**src/rtl/fifo_rr_scheduler_pkg.sv**
```systemverilog
// Shared definitions for the round-robin ingress-to-egress FIFO scheduler.
package fifo_rr_scheduler_pkg;

    localparam int N_CH_DEF     = 4;
    localparam int WORD_W_DEF   = 6;
    localparam int UMBRAL_W_DEF = 3;
    // Destination channel lives in the top DEST_W bits of each word
    localparam int DEST_W       = 2;

    typedef enum logic [1:0] {
        ST_INIT   = 2'd0,
        ST_IDLE   = 2'd1,
        ST_ACTIVE = 2'd2
    } state_t;

    function automatic logic [1:0] ch_index(input logic [3:0] onehot);
        logic [1:0] idx;
        idx = 2'd0;
        for (int i = 0; i < 4; i++) begin
            if (onehot[i]) idx = 2'(i);
        end
        return idx;
    endfunction

endpackage

```
**src/rtl/rr_arbiter_4.sv**
```systemverilog
// Four-way round-robin arbiter; the search starts one past the last granted channel.
module rr_arbiter_4 (
    input  logic       clk,
    input  logic       reset,
    input  logic [3:0] request,
    input  logic       enable,
    output logic [3:0] grant
);

    logic [1:0] last_grant;
    logic [1:0] idx;
    logic [1:0] sel;
    logic       found;

    always_comb begin
        grant = '0;
        idx   = '0;
        sel   = last_grant;
        found = 1'b0;
        // k = 4 wraps back to last_grant, so it is searched last
        for (int k = 1; k <= 4; k++) begin
            idx = last_grant + 2'(k);
            if (!found && enable && request[idx]) begin
                found = 1'b1;
                sel   = idx;
            end
        end
        if (found) grant[sel] = 1'b1;
    end

    always_ff @(posedge clk) begin
        if (reset)      last_grant <= 2'd3;
        else if (found) last_grant <= sel;
    end

endmodule

```
**src/rtl/fifo_rr_scheduler.sv**
```systemverilog
// Drains four ingress FIFOs round-robin and routes each word to the egress FIFO
// named by its destination bits; pop-to-push latency is a fixed two cycles.
module fifo_rr_scheduler
    import fifo_rr_scheduler_pkg::*;
#(
    parameter int N_CH     = N_CH_DEF,
    parameter int WORD_W   = WORD_W_DEF,
    parameter int UMBRAL_W = UMBRAL_W_DEF
) (
    input  logic                     clk,
    input  logic                     reset,
    input  logic                     init,
    input  logic [UMBRAL_W-1:0]      umbral_ae_in,
    input  logic [UMBRAL_W-1:0]      umbral_af_in,
    input  logic [N_CH-1:0]          fifo_empty,
    input  logic [N_CH-1:0]          fifo_almost_empty,
    input  logic [N_CH*WORD_W-1:0]   fifo_data_in,
    input  logic [N_CH-1:0]          pausa,
    output logic [N_CH-1:0]          pop,
    output logic [N_CH-1:0]          push,
    output logic [WORD_W-1:0]        data_out,
    output logic [UMBRAL_W-1:0]      umbral_ae,
    output logic [UMBRAL_W-1:0]      umbral_af,
    output logic                     active,
    output logic                     idle,
    output logic [1:0]               state
);

    state_t              st, st_n;
    logic [N_CH-1:0]     eligible;
    logic [N_CH-1:0]     grant;
    logic                arb_en;
    logic                rd_vld;
    logic [1:0]          rd_idx;
    logic [WORD_W-1:0]   lane [N_CH];
    logic [WORD_W-1:0]   rd_word;
    logic [DEST_W-1:0]   dest;
    logic [N_CH-1:0]     push_n;
    logic                idle_n;

    assign state = st;

    for (genvar i = 0; i < N_CH; i++) begin : g_lane
        assign lane[i] = fifo_data_in[i*WORD_W +: WORD_W];
    end

    // A channel popped this cycle on its last word must not be popped again
    assign eligible = ~fifo_empty & ~(pop & fifo_almost_empty);
    assign arb_en   = (st == ST_ACTIVE) && !init && !(|pausa);

    rr_arbiter_4 u_arb (
        .clk     (clk),
        .reset   (reset),
        .request (eligible),
        .enable  (arb_en),
        .grant   (grant)
    );

    assign rd_word = lane[rd_idx];
    assign dest    = rd_word[WORD_W-1 -: DEST_W];

    always_comb begin
        push_n = '0;
        if (rd_vld) push_n[dest] = 1'b1;
    end

    always_comb begin
        st_n = st;
        case (st)
            ST_INIT:   if (!init) st_n = ST_IDLE;
            ST_IDLE:   if (init) st_n = ST_INIT;
                       else if (!(&fifo_empty)) st_n = ST_ACTIVE;
            ST_ACTIVE: if (init) st_n = ST_INIT;
                       else if (&fifo_empty && !(|grant) && !(|pop) && !rd_vld)
                           st_n = ST_IDLE;
            default:   st_n = ST_INIT;
        endcase
        idle_n = (st_n == ST_IDLE) && (&fifo_empty) && !(|grant) && !(|pop) && !rd_vld;
    end

    always_ff @(posedge clk) begin
        if (reset) begin
            st        <= ST_INIT;
            pop       <= '0;
            push      <= '0;
            data_out  <= '0;
            umbral_ae <= '0;
            umbral_af <= '0;
            active    <= 1'b0;
            idle      <= 1'b0;
            rd_vld    <= 1'b0;
            rd_idx    <= '0;
        end else begin
            st       <= st_n;
            pop      <= grant;
            // Read data arrives one cycle after the pop; remember who was popped
            rd_vld   <= |pop;
            rd_idx   <= ch_index(pop);
            push     <= push_n;
            data_out <= rd_vld ? rd_word : '0;
            if (st == ST_INIT) begin
                umbral_ae <= umbral_ae_in;
                umbral_af <= umbral_af_in;
            end
            active   <= (st_n == ST_ACTIVE);
            idle     <= idle_n;
        end
    end

endmodule

```
**config.mk**
```make
export PLATFORM = sky130hd
export DESIGN_NAME = fifo_rr_scheduler
export DESIGN_NICKNAME = d
export VERILOG_FILES = /design/src/rtl/fifo_rr_scheduler_pkg.sv /design/src/rtl/rr_arbiter_4.sv /design/src/rtl/fifo_rr_scheduler.sv
export SDC_FILE = /design/constraint.sdc
export NUM_CORES = 1
export LEC_CHECK = 0
export BUFFER_PORTS_ARGS = -buffer_cell sky130_fd_sc_hd__buf_2
export CAP_MARGIN = 20
export CORE_MARGIN = 2
export CORE_UTILIZATION = 48
export DETAILED_ROUTE_END_ITERATION = 7
export PLACE_DENSITY = 0.81
export SKIP_LAST_GASP = 1
export SYNTH_ARGS = -nofsm -noshare
export SYNTH_HDL_FRONTEND = slang
export SYNTH_HIERARCHICAL = 1
export SYNTH_SLANG_ARGS = --single-unit
```
**constraint.sdc**
```tcl
create_clock -name clk -period 8.17 [get_ports clk]
set_clock_uncertainty 0.2 [all_clocks]
set_input_delay 1.2255 -clock clk [delete_from_list [all_inputs] [get_ports clk]]
set_output_delay 1.2255 -clock clk [all_outputs]
set_load 0.01 [all_outputs]
```
Word-level counts from Yosys, hierarchy flattened
Cells that the tools add are included.

operators by class
  $add $sub $neg = 3
  multipliers = 0
  div/mod/pow operators = 0
  order comparisons = 9
  equality and inequality tests = 4
  shift-type cells = 0
  mux-type cells = 33
  bitwise gates (word level) = 6
  reduce and logical (&&, ||, !) cells = 32

operators with widths
  kind                                                               count
  two-way mux 2 bit                                                  11
  logical AND 1 bit                                                  18
  < comparator 2 x 3 -> 1 bit, second input constant                 6
  binary-select mux 6 bit (select 2 bit)                             1
  two-way mux 6 bit                                                  2
  OR reduction 4 bit                                                 3
  two-way mux 1 bit                                                  11
  AND 4 bit                                                          2
  binary-select mux 1 bit (select 2 bit)                             4
  zero test 1 bit                                                    8
  inverter 4 bit                                                     2
  one-hot mux 2 bit (3 select lines)                                 1
  adder 2 bit, second input constant                                 2
  demux 1 bit (select 2 bit)                                         2
  == test 2 x 1 -> 1 bit, second input constant                      2
  == test 2 bit, second input constant                               2
  greater-or-equal comparator 2 x 1 -> 1 bit, second input constant  2
  two-way mux 4 bit                                                  1
  AND reduction 4 bit                                                1
  greater-or-equal comparator 3 bit, second input constant           1
  inverter 2 -> 3 bit                                                1
  adder 2 x 1 -> 2 bit, second input constant                        1
  zero test 2 bit                                                    1
  OR reduction 2 bit                                                 1
  inverter 1 bit                                                     1

word-level totals
  bits in registers = 29
  latch bits = 0
  RAM bits = 0
  ROM bits = 0
  memories = 0

Depth between registers and ports, before layout
Gate-level depths: netlist of the first run.

  word-level depth = 37
  gate-level depth with buffers = 9
  gate-level depth less buffers = 8

Hierarchy
Netlist of the first run, hierarchy kept.

modules (own cells, without submodules)
  module             instances  cells each  area an instance (um^2)
  fifo_rr_scheduler  1          99          1,033.5
  rr_arbiter_4       1          47          322.8

Worst setup path before layout of the first run
OpenSTA, ideal clock, no wires.

  path type = input -> register
  start = input pausa[1]
  end = register active
  data arrival time = 3.414 ns
  data required time = 7.853 ns
  setup slack = 4.439 ns
  cell stages on the path = 8
  path through = nor4_1 and3_1 o31ai_1 nor3_1 nor3_1 or4_1 or4b_4 a22o_1

on the way
  longest elaborated chain between the ends = 31
  elaborated cells on any way between the ends = 36
  classes of those cells = 2 x order compare; 1 x eq/ne; 14 x mux; 19 x reduce/logical

ends and longest elaborated chain
  element                               line                      source
  start, declared                       fifo_rr_scheduler.sv:18   input logic [N_CH-1:0] pausa,
  OR reduction 4 bit *                  fifo_rr_scheduler.sv:49   assign arb_en = (st == ST_ACTIVE) && !init && !(|pausa);
  zero test 1 bit *                     fifo_rr_scheduler.sv:49
  logical AND 1 bit *                   fifo_rr_scheduler.sv:49
  net arb_en                            fifo_rr_scheduler.sv:32   logic arb_en;
  logical AND 1 bit                     rr_arbiter_4.sv:23        if (!found && enable && request[idx]) begin
  two-way mux 1 bit                     rr_arbiter_4.sv:23
  zero test 1 bit                       rr_arbiter_4.sv:23
  logical AND 1 bit (2 in a row)        rr_arbiter_4.sv:23
  (+14 left out)                        n/a
  net grant[0]                          fifo_rr_scheduler.sv:31   logic [N_CH-1:0] grant;
  OR reduction 4 bit *                  fifo_rr_scheduler.sv:74   else if (&fifo_empty && !(|grant) && !(|pop) && !rd_vld)
  zero test 1 bit *                     fifo_rr_scheduler.sv:74
  logical AND 1 bit * (3 in a row)      fifo_rr_scheduler.sv:74
  two-way mux 2 bit *                   fifo_rr_scheduler.sv:74
  two-way mux 2 bit *                   fifo_rr_scheduler.sv:73   ST_ACTIVE: if (init) st_n = ST_INIT;
  one-hot mux 2 bit (3 select lines) *  fifo_rr_scheduler.sv:69   case (st)
  == test 2 bit *                       fifo_rr_scheduler.sv:105  active <= (st_n == ST_ACTIVE);
  end signal, assigned                  fifo_rr_scheduler.sv:105
  end, declared                         fifo_rr_scheduler.sv:24   output logic active,

Mark *: on every way through the listed nets, which the timed path passes. The rest lies on a longest branch.
A chain may end at the register's enable or synchronous reset.

Worst setup path after layout of the first run
  start = input fifo_almost_empty[1]
  end = register idle

on the way
  longest elaborated chain between the ends = 37
  elaborated cells on any way between the ends = 48
  classes of those cells = 2 x order compare; 1 x eq/ne; 22 x mux; 3 x bitwise; 20 x reduce/logical

ends and longest elaborated chain
  element                                  line                                              source
  start, declared                          fifo_rr_scheduler.sv:16                           input logic [N_CH-1:0] fifo_almost_empty,
  AND 4 bit *                              fifo_rr_scheduler.sv:48                           assign eligible = ~fifo_empty & ~(pop & fifo_almost_empty);
  inverter 4 bit *                         fifo_rr_scheduler.sv:48
  AND 4 bit *                              fifo_rr_scheduler.sv:48
  net eligible[1]                          fifo_rr_scheduler.sv:30                           logic [N_CH-1:0] eligible;
  binary-select mux 1 bit (select 2 bit)   rr_arbiter_4.sv:23
  two-way mux 1 bit (implied by the code)  rr_arbiter_4.sv:23
  logical AND 1 bit                        rr_arbiter_4.sv:23
  two-way mux 1 bit                        rr_arbiter_4.sv:23
  (+17 left out)                           n/a
  net grant[0]                             fifo_rr_scheduler.sv:31
  (+1 left out)                            n/a
  zero test 1 bit *                        fifo_rr_scheduler.sv:74, fifo_rr_scheduler.sv:78
  logical AND 1 bit (3 in a row)           fifo_rr_scheduler.sv:74
  two-way mux 2 bit                        fifo_rr_scheduler.sv:74
  two-way mux 2 bit                        fifo_rr_scheduler.sv:73
  one-hot mux 2 bit (3 select lines)       fifo_rr_scheduler.sv:69
  == test 2 x 1 -> 1 bit                   fifo_rr_scheduler.sv:78                           idle_n = (st_n == ST_IDLE) && (&fifo_empty) && !(|grant) && !(|pop) && !rd_vld;
  logical AND 1 bit                        fifo_rr_scheduler.sv:78
  logical AND 1 bit * (3 in a row)         fifo_rr_scheduler.sv:78
  end signal, assigned                     fifo_rr_scheduler.sv:106                          idle <= idle_n;
  end, declared                            fifo_rr_scheduler.sv:25                           output logic idle,

Mark *: on every way through the listed nets, which the timed path passes. The rest lies on a longest branch. The select of a mux whose other input is x is not followed.

==> flow_summary_export.csv, run 1 <==
group,metric,value,unit
outcome,status,"finished clean",
clocking,clk_latency,320,ps
timing,period_needed,3784,ps
timing,worstMarginPinSlew,636.0,ps
critical_path,r2r_setup_slack,5020,ps
logic_synthesis,synth_edf_count,0,
critical_path,r2r_start,"state[1]",
grt,grt_pass1_wl,5.471,mm
critical_path,startpoint,"fifo_almost_empty[1]",
critical_path,cpMostUsedCell,"nor3_1",
layout,n_antenna_cell,0,
logic_synthesis,syn_nets,191,
timing,setup_viol,0,
clocking,ctsLongestPathBuffers,2,
logic_synthesis,synthCells,146,
critical_path,max_stage_delay,550,ps
routing,wirelength,3.370,mm
timing,finalSetupTns,0,ps
critical_path,path_class,"input port to flop",
logic_synthesis,synth_compound_area_share,17.62,%
clocking,clkTransAtPathRegs,80,ps
critical_path,crit_path_end_kind,"flop",
grt,grt_usage,21.92,%
logic_synthesis,ys_seq_elements,29,
timing,final_max_slew_viol_count,0,
power_and_ir_drop,internal_power,0.0001926,W
clocking,cts-root-buf,"clkbuf_4",
clocking,cts_resized,0,
die,die_area,3267,sq um
hold_path,hold_class,"flop to flop",
timing,period_share,46.31,%
timing,max_freq,0.2643,GHz
power_and_ir_drop,comb_power_share,11.7,%
logic_synthesis,synth_seq_area_share,42.80,%
routing,viasPerCell,5.461,
power_and_ir_drop,ir_worst_vdd,0.1250,mV
critical_path,path_cells,"buf_2, a21oi_1, o31ai_1, nor3_1, nor3_1, or4_1, or4b_4, a211oi_1",
logic_synthesis,synth_fa_ha_area_share,0,%
timing,max_slew_margin,57.60,%
critical_path,cp.required,8190,ps
grt,grt_pass1_vias,1274,
layout,fin_nets,258,
job,drv_cap,0,
clocking,ctsHoldBuffers,0,
critical_path,cp-endpoint,"idle",
clocking,cts_made_buffers,5,
placed_design,gp_congestion,0.8089,
die,io_pins,69,
layout,mostFrequentLayoutCells,"buf_2, dfxtp_1, a21oi_1",
critical_path,crit_path_top_delay_cell,"or4b_4",
critical_path,r2r-end,"idle",
layout,fin_util,64.36,%
critical_path,cp_max_fo,10,
logic_synthesis,synthMuxAreaShare,10.79,%
placed_design,portBuffers,68,
logic_synthesis,synthXorXnorAreaFrac,0,%
critical_path,start_kind,"input port",
power_and_ir_drop,p_leak,0.8287,nW
die,core_area,2710,sq um
clocking,cts_max_level,2,
clocking,clock_sinks,29,
routing,num_vias,1338,
critical_path,arrival,3810,ps
clocking,cts_tree,"done",
grt,grt_overflow_total,0,
logic_synthesis,mappedNetlistArea,1356,sq um
logic_synthesis,ys_warn_count,6,
critical_path,r2r_cells,7,
routing,drt_iter0_markers,33,
logic_synthesis,synth-simple-area-share,23.99,%
routing,post_drt_wl_per_cell,13.76,um
grt,grt_start_max_net_pins,20,
layout,final_common_cell,"buf_2",
die,row_count,19,
grt,antenna_found_initial,0,
logic_synthesis,async_flop_share,0,%
power_and_ir_drop,switchingPower,0.00006471,W
logic_synthesis,synthFlopType,"dfxtp_1",
layout,area_growth,28.60,%
placed_design,hpwl,2.632,mm
routing,drt_first_pass_iters,4,
die,start_util,50.05,%
timing,finalHoldViolCount,0,
clocking,cts_setup_buffers,0,
logic_synthesis,ys_types,40,
routing,drc,0,
power_and_ir_drop,p_per_area,147.5,nW/um^2
logic_synthesis,synth_top_family_by_area,"simple AND/OR/NAND/NOR gates",
die,die_x,57.16,um
routing,ant_nets,0,
power_and_ir_drop,pwr-share-seq,57.0,%
die,die_h,57.16,um
layout,drive_gt1_share,40.65,%
logic_synthesis,avgSynthCellArea,9.290,sq um
timing,rsz0062_at_grt,"no",
power_and_ir_drop,clkPwrFrac,31.3,%
power_and_ir_drop,p_sw_share,25.15,%
==> sequential cells by signal, summed over array words and instances (netlist names), 2 cells and up <==
signal,cells
u_arb/last_grant,2
pop,4
state,2
push,4
rd_idx,2
umbral_ae,3
umbral_af,3
data_out,6
==> Yosys cell counts, drive strengths merged (2+ instances only) <==
cell    count  area share [%]
nand2      12             3.3
and2        4             1.8
buf         5             2.3
inv         6             1.7
a22o        2             1.3
or3         2            0.92
o21ai       9             3.3
dfxtp      29              43
nor2b       5             2.3
mux4        6              10
o21a        2             1.1
clkbuf      3            0.83
a21oi      16             6.2
nand4       2            0.92
nand2b      3             1.4
nor2       12             3.3
nor4        2            0.92
nor3b       2             1.1
a211oi      2             1.5
nor3        6             2.6
==> stage by stage <==
stage | hold slack (ps) | instances | total power (W) | worst slack [ps] | area, sq um
2_1_floorplan | 279.3 | 146 | 0.0001646 | 4439 | 1356
3_3_place_gp | 260.1 | 237 | 0.0001783 | 4083 | 1693
3_5_place_dp | 268.6 | 237 | 0.0001798 | 4058 | 1693
4_1_cts | 281.5 | 245 | 0.0002581 | 4416 | 1744
5_1_grt | 306.9 | 245 | 0.0002686 | 4134 | 1744
6_report | 279.3 | 245 | 0.0002573 | 4386 | 1744
==> power by group through the flow <==
stage                     Combinational, W  Sequential [W]  Clock (W)
after global routing             0.0000334        0.000147  0.0000879
after floorplan                  0.0000144        0.000150          0
after CTS                        0.0000301        0.000147  0.0000813
after detailed placement         0.0000298        0.000150          0
after global placement           0.0000286        0.000150          0
final                            0.0000300        0.000147  0.0000806
==> worst min-delay path by stage <==
| stage | start | end | slack [ps] | cells after the start |
|---|---|---|---|---|
| after floorplan | rd_vld | data_out[4] | 280 | 2 |
| after global placement | umbral_af[2] | umbral_af[2] | 260 | 2 |
| after detailed placement | umbral_af[0] | umbral_af[0] | 270 | 2 |
| after CTS | umbral_af[0] | umbral_af[0] | 280 | 2 |
| after global routing | umbral_af[0] | umbral_af[0] | 310 | 2 |
| final | umbral_af[0] | umbral_af[0] | 280 | 2 |
==> routing by layer <==
metal	GRT usage [%]	up-vias	wire, um
li1	-	658	-
met1	23.63	627	1295
met2	39.57	46	1809
met3	4.762	7	182
met4	11.96	0	82
met5	0	-	0
==> cell families (layout without fill, tap and decap cells) <==
family | after synthesis | in the layout
compound gates | 38 | 38
buf+inv | 14 | 82
flops | 29 | 29
mux | 7 | 7
simple gates | 58 | 58
==> area by class of cell <==
type / count / area, sq um
tap: 31 / 38.79
clock buffer: 6 / 41.29
multi-input combinational: 103 / 710.7
sequential: 29 / 580.6
fill: 236 / 965.9
timing repair buffer: 68 / 340.3
clock inverter: 2 / 10.01
inverter: 6 / 22.52
==> critical path: cells and delay by family <==
family / cells / cell delay [ps]
buffers and inverters: 1 / 100
AOI/OAI and AO/OA: 3 / 910
and+or+nand+nor: 4 / 1570
(Power assumes the default switching activity.)
==> inputs of run 2 (changes only) <==
--- a/config.mk
+++ b/config.mk
@@ -8,9 +8,9 @@
 export BUFFER_PORTS_ARGS = -buffer_cell sky130_fd_sc_hd__buf_2
 export CAP_MARGIN = 20
 export CORE_MARGIN = 2
-export CORE_UTILIZATION = 48
+export CORE_UTILIZATION = 44
 export DETAILED_ROUTE_END_ITERATION = 7
-export PLACE_DENSITY = 0.81
+export PLACE_DENSITY = 0.75
 export SKIP_LAST_GASP = 1
 export SYNTH_ARGS = -nofsm -noshare
 export SYNTH_HDL_FRONTEND = slang
==> constraint.sdc (replaced) <==
create_clock -name clk -period 3.88 [get_ports clk]
set_clock_uncertainty 0.2 [all_clocks]
set_input_delay 0.582 -clock clk [delete_from_list [all_inputs] [get_ports clk]]
set_output_delay 0.582 -clock clk [all_outputs]
set_load 0.01 [all_outputs]
==> flow_summary_export.csv, run 2 (synthesis results as in run 1) <==
group,metric,value,unit
grt,grt_pass1_vias,1143,
grt,use_met3,6.550,%
critical_path,r2r_cells,7,
die,row_count,20,
clocking,cts_made_buffers,5,
clocking,cts_setup_buffers,0,
clocking,clock_sinks,29,
die,core_area,3003,sq um
timing,rsz0062_at_grt,"no",
critical_path,r2r_setup_slack,780,ps
critical_path,path_class,"input port to flop",
outcome,status,"finished clean",
die,io_pins,69,
layout,area_growth,30.17,%
routing,drt_first_pass_iters,4,
layout,final_common_cell,"buf_2",
die,start_util,45.17,%
layout,mostFrequentLayoutCells,"buf_2, dfxtp_1, a21oi_1",
hold_path,hold_end,"umbral_ae[2]",
timing,period_share,80.16,%
timing,timing.final.ws_setup,769.7,ps
timing,final_max_slew_viol_count,0,
timing,max_freq,0.3215,GHz
layout,reg.largest.list,"data_out: 6 flops, pop: 4 flops, push: 4 flops",
power_and_ir_drop,ir_worst_vdd,0.1561,mV
grt,grt_usage,18.43,%
critical_path,crit_path_end_kind,"flop",
grt,antenna_found_initial,0,
critical_path,r2r-end,"active",
layout,nFillCells,267,
timing,period_needed,3110,ps
placed_design,portBuffers,68,
layout,largest_reg_flops,6,
timing,finalSetupTns,0,ps
clocking,cts_tree,"done",
layout,n_antenna_cell,0,
clocking,cts_max_level,2,
grt,grt_use_met2,29.83,%
critical_path,cp_max_fo,10,
clocking,cts_resized,0,
layout,final_area,1765,sq um
hold_path,hold_start,"umbral_ae[2]",
routing,wirelength,3.109,mm
critical_path,r2r_start,"pop[1]",
timing,finalHoldViolCount,0,
clocking,cts-root-buf,"clkbuf_4",
die,die_x,59.52,um
grt,grt_overflow_total,0,
power_and_ir_drop,p_leak,0.8380,nW
placed_design,hpwl,2.361,mm
clocking,ctsLongestPathBuffers,2,
critical_path,arrival,3130,ps
routing,ant_nets,0,
power_and_ir_drop,p_per_area,326.5,nW/um^2
grt,grt_start_max_net_pins,20,
layout,regMostFlops,"data_out",
clocking,clk_latency,320,ps
timing,setup_viol,0,
layout,fin_nets,258,
placed_design,dpl_worst_slack,457.0,ps
timing,max_slew_margin,55.26,%
critical_path,cp.required,3900,ps
clocking,clkTransAtPathRegs,90,ps
routing,num_vias,1305,
routing,drc,0,
hold_path,hold_depth,2,
die,die_area,3543,sq um
grt,use_met1,21.73,%
hold_path,hold_class,"flop to flop",
job,drv_cap,0,
critical_path,start_kind,"input port",
clocking,ctsHoldBuffers,0,
grt,busiest_layer,"met2",
layout,drive_gt1_share,41.12,%
grt,grt_pass1_wl,4.878,mm
routing,viasPerCell,5.283,
die,die_h,59.52,um
routing,post_drt_wl_per_cell,12.59,um
routing,drt_iter0_markers,37,
placed_design,gp_congestion,0.7579,
timing,worstMarginPinSlew,671.0,ps
placed_design,placed_area,1695,sq um
==> run 2: changes by cell type in the layout (fill, tap and decap cells not counted), sizes merged <==
cell / delta
clkinv: -1
clkbuf: +1
==> run 2: cell type report <==
class                   count  area [sq um]  share of cell area [%]
clock buffers               7         65.06                   3.685
clock inverters             1         5.005                  0.2835
inverters                   6         22.52                   1.276
multi-input cells         103         710.7                   40.26
flip-flops and latches     29         580.6                   32.88
well taps                  33         41.29                   2.339
repair buffers             68         340.3                   19.28
==> run 2: metal layers <==
layer	share of wire, %	wire (um)
met1	44	1354
met2	48	1493
met3	6.7	209
met4	1.7	52
met5	0	0
==> run 2: worst max-delay path by stage <==
| stage | to | cells past startpoint | startpoint |
|---|---|---|---|
| after floorplan | active | 8 | pausa[1] |
| after detailed placement | active | 9 | fifo_almost_empty[0] |
| after global routing | state[1] | 7 | state[1] |
| after global placement | active | 9 | pausa[1] |
| after CTS | active | 7 | state[1] |
| final | active | 8 | fifo_almost_empty[1] |
==> run 2: where the power goes <==
| part | internal [W] | switching [W] | total (W) |
|---|---|---|---|
| sequential | 0.000303 | 0.00000525 | 0.000309 |
| combinational | 0.0000331 | 0.0000294 | 0.0000625 |
| clock | 0.000105 | 0.000100 | 0.000205 |
==> run 2: critical path, cell delays in order <==
cell and delay [ps]:
buf_2 100, a21oi_1 540, o31ai_1 170, nor3_1 340
nor3_1 110, or4_1 510, or4b_4 550, a22o_1 220
==> run 2: through the flow <==
stage                     util, %  hold slack (ps)  cells  power [W]
after global routing        58.79            284.4    247  0.0006018
final                       58.79            276.2    247  0.0005764
after floorplan                 -            279.3    146  0.0003465
after CTS                   58.79            276.7    247  0.0005809
after global placement      56.46            260.4    239  0.0003774
after detailed placement    56.46            264.3    239  0.0003782
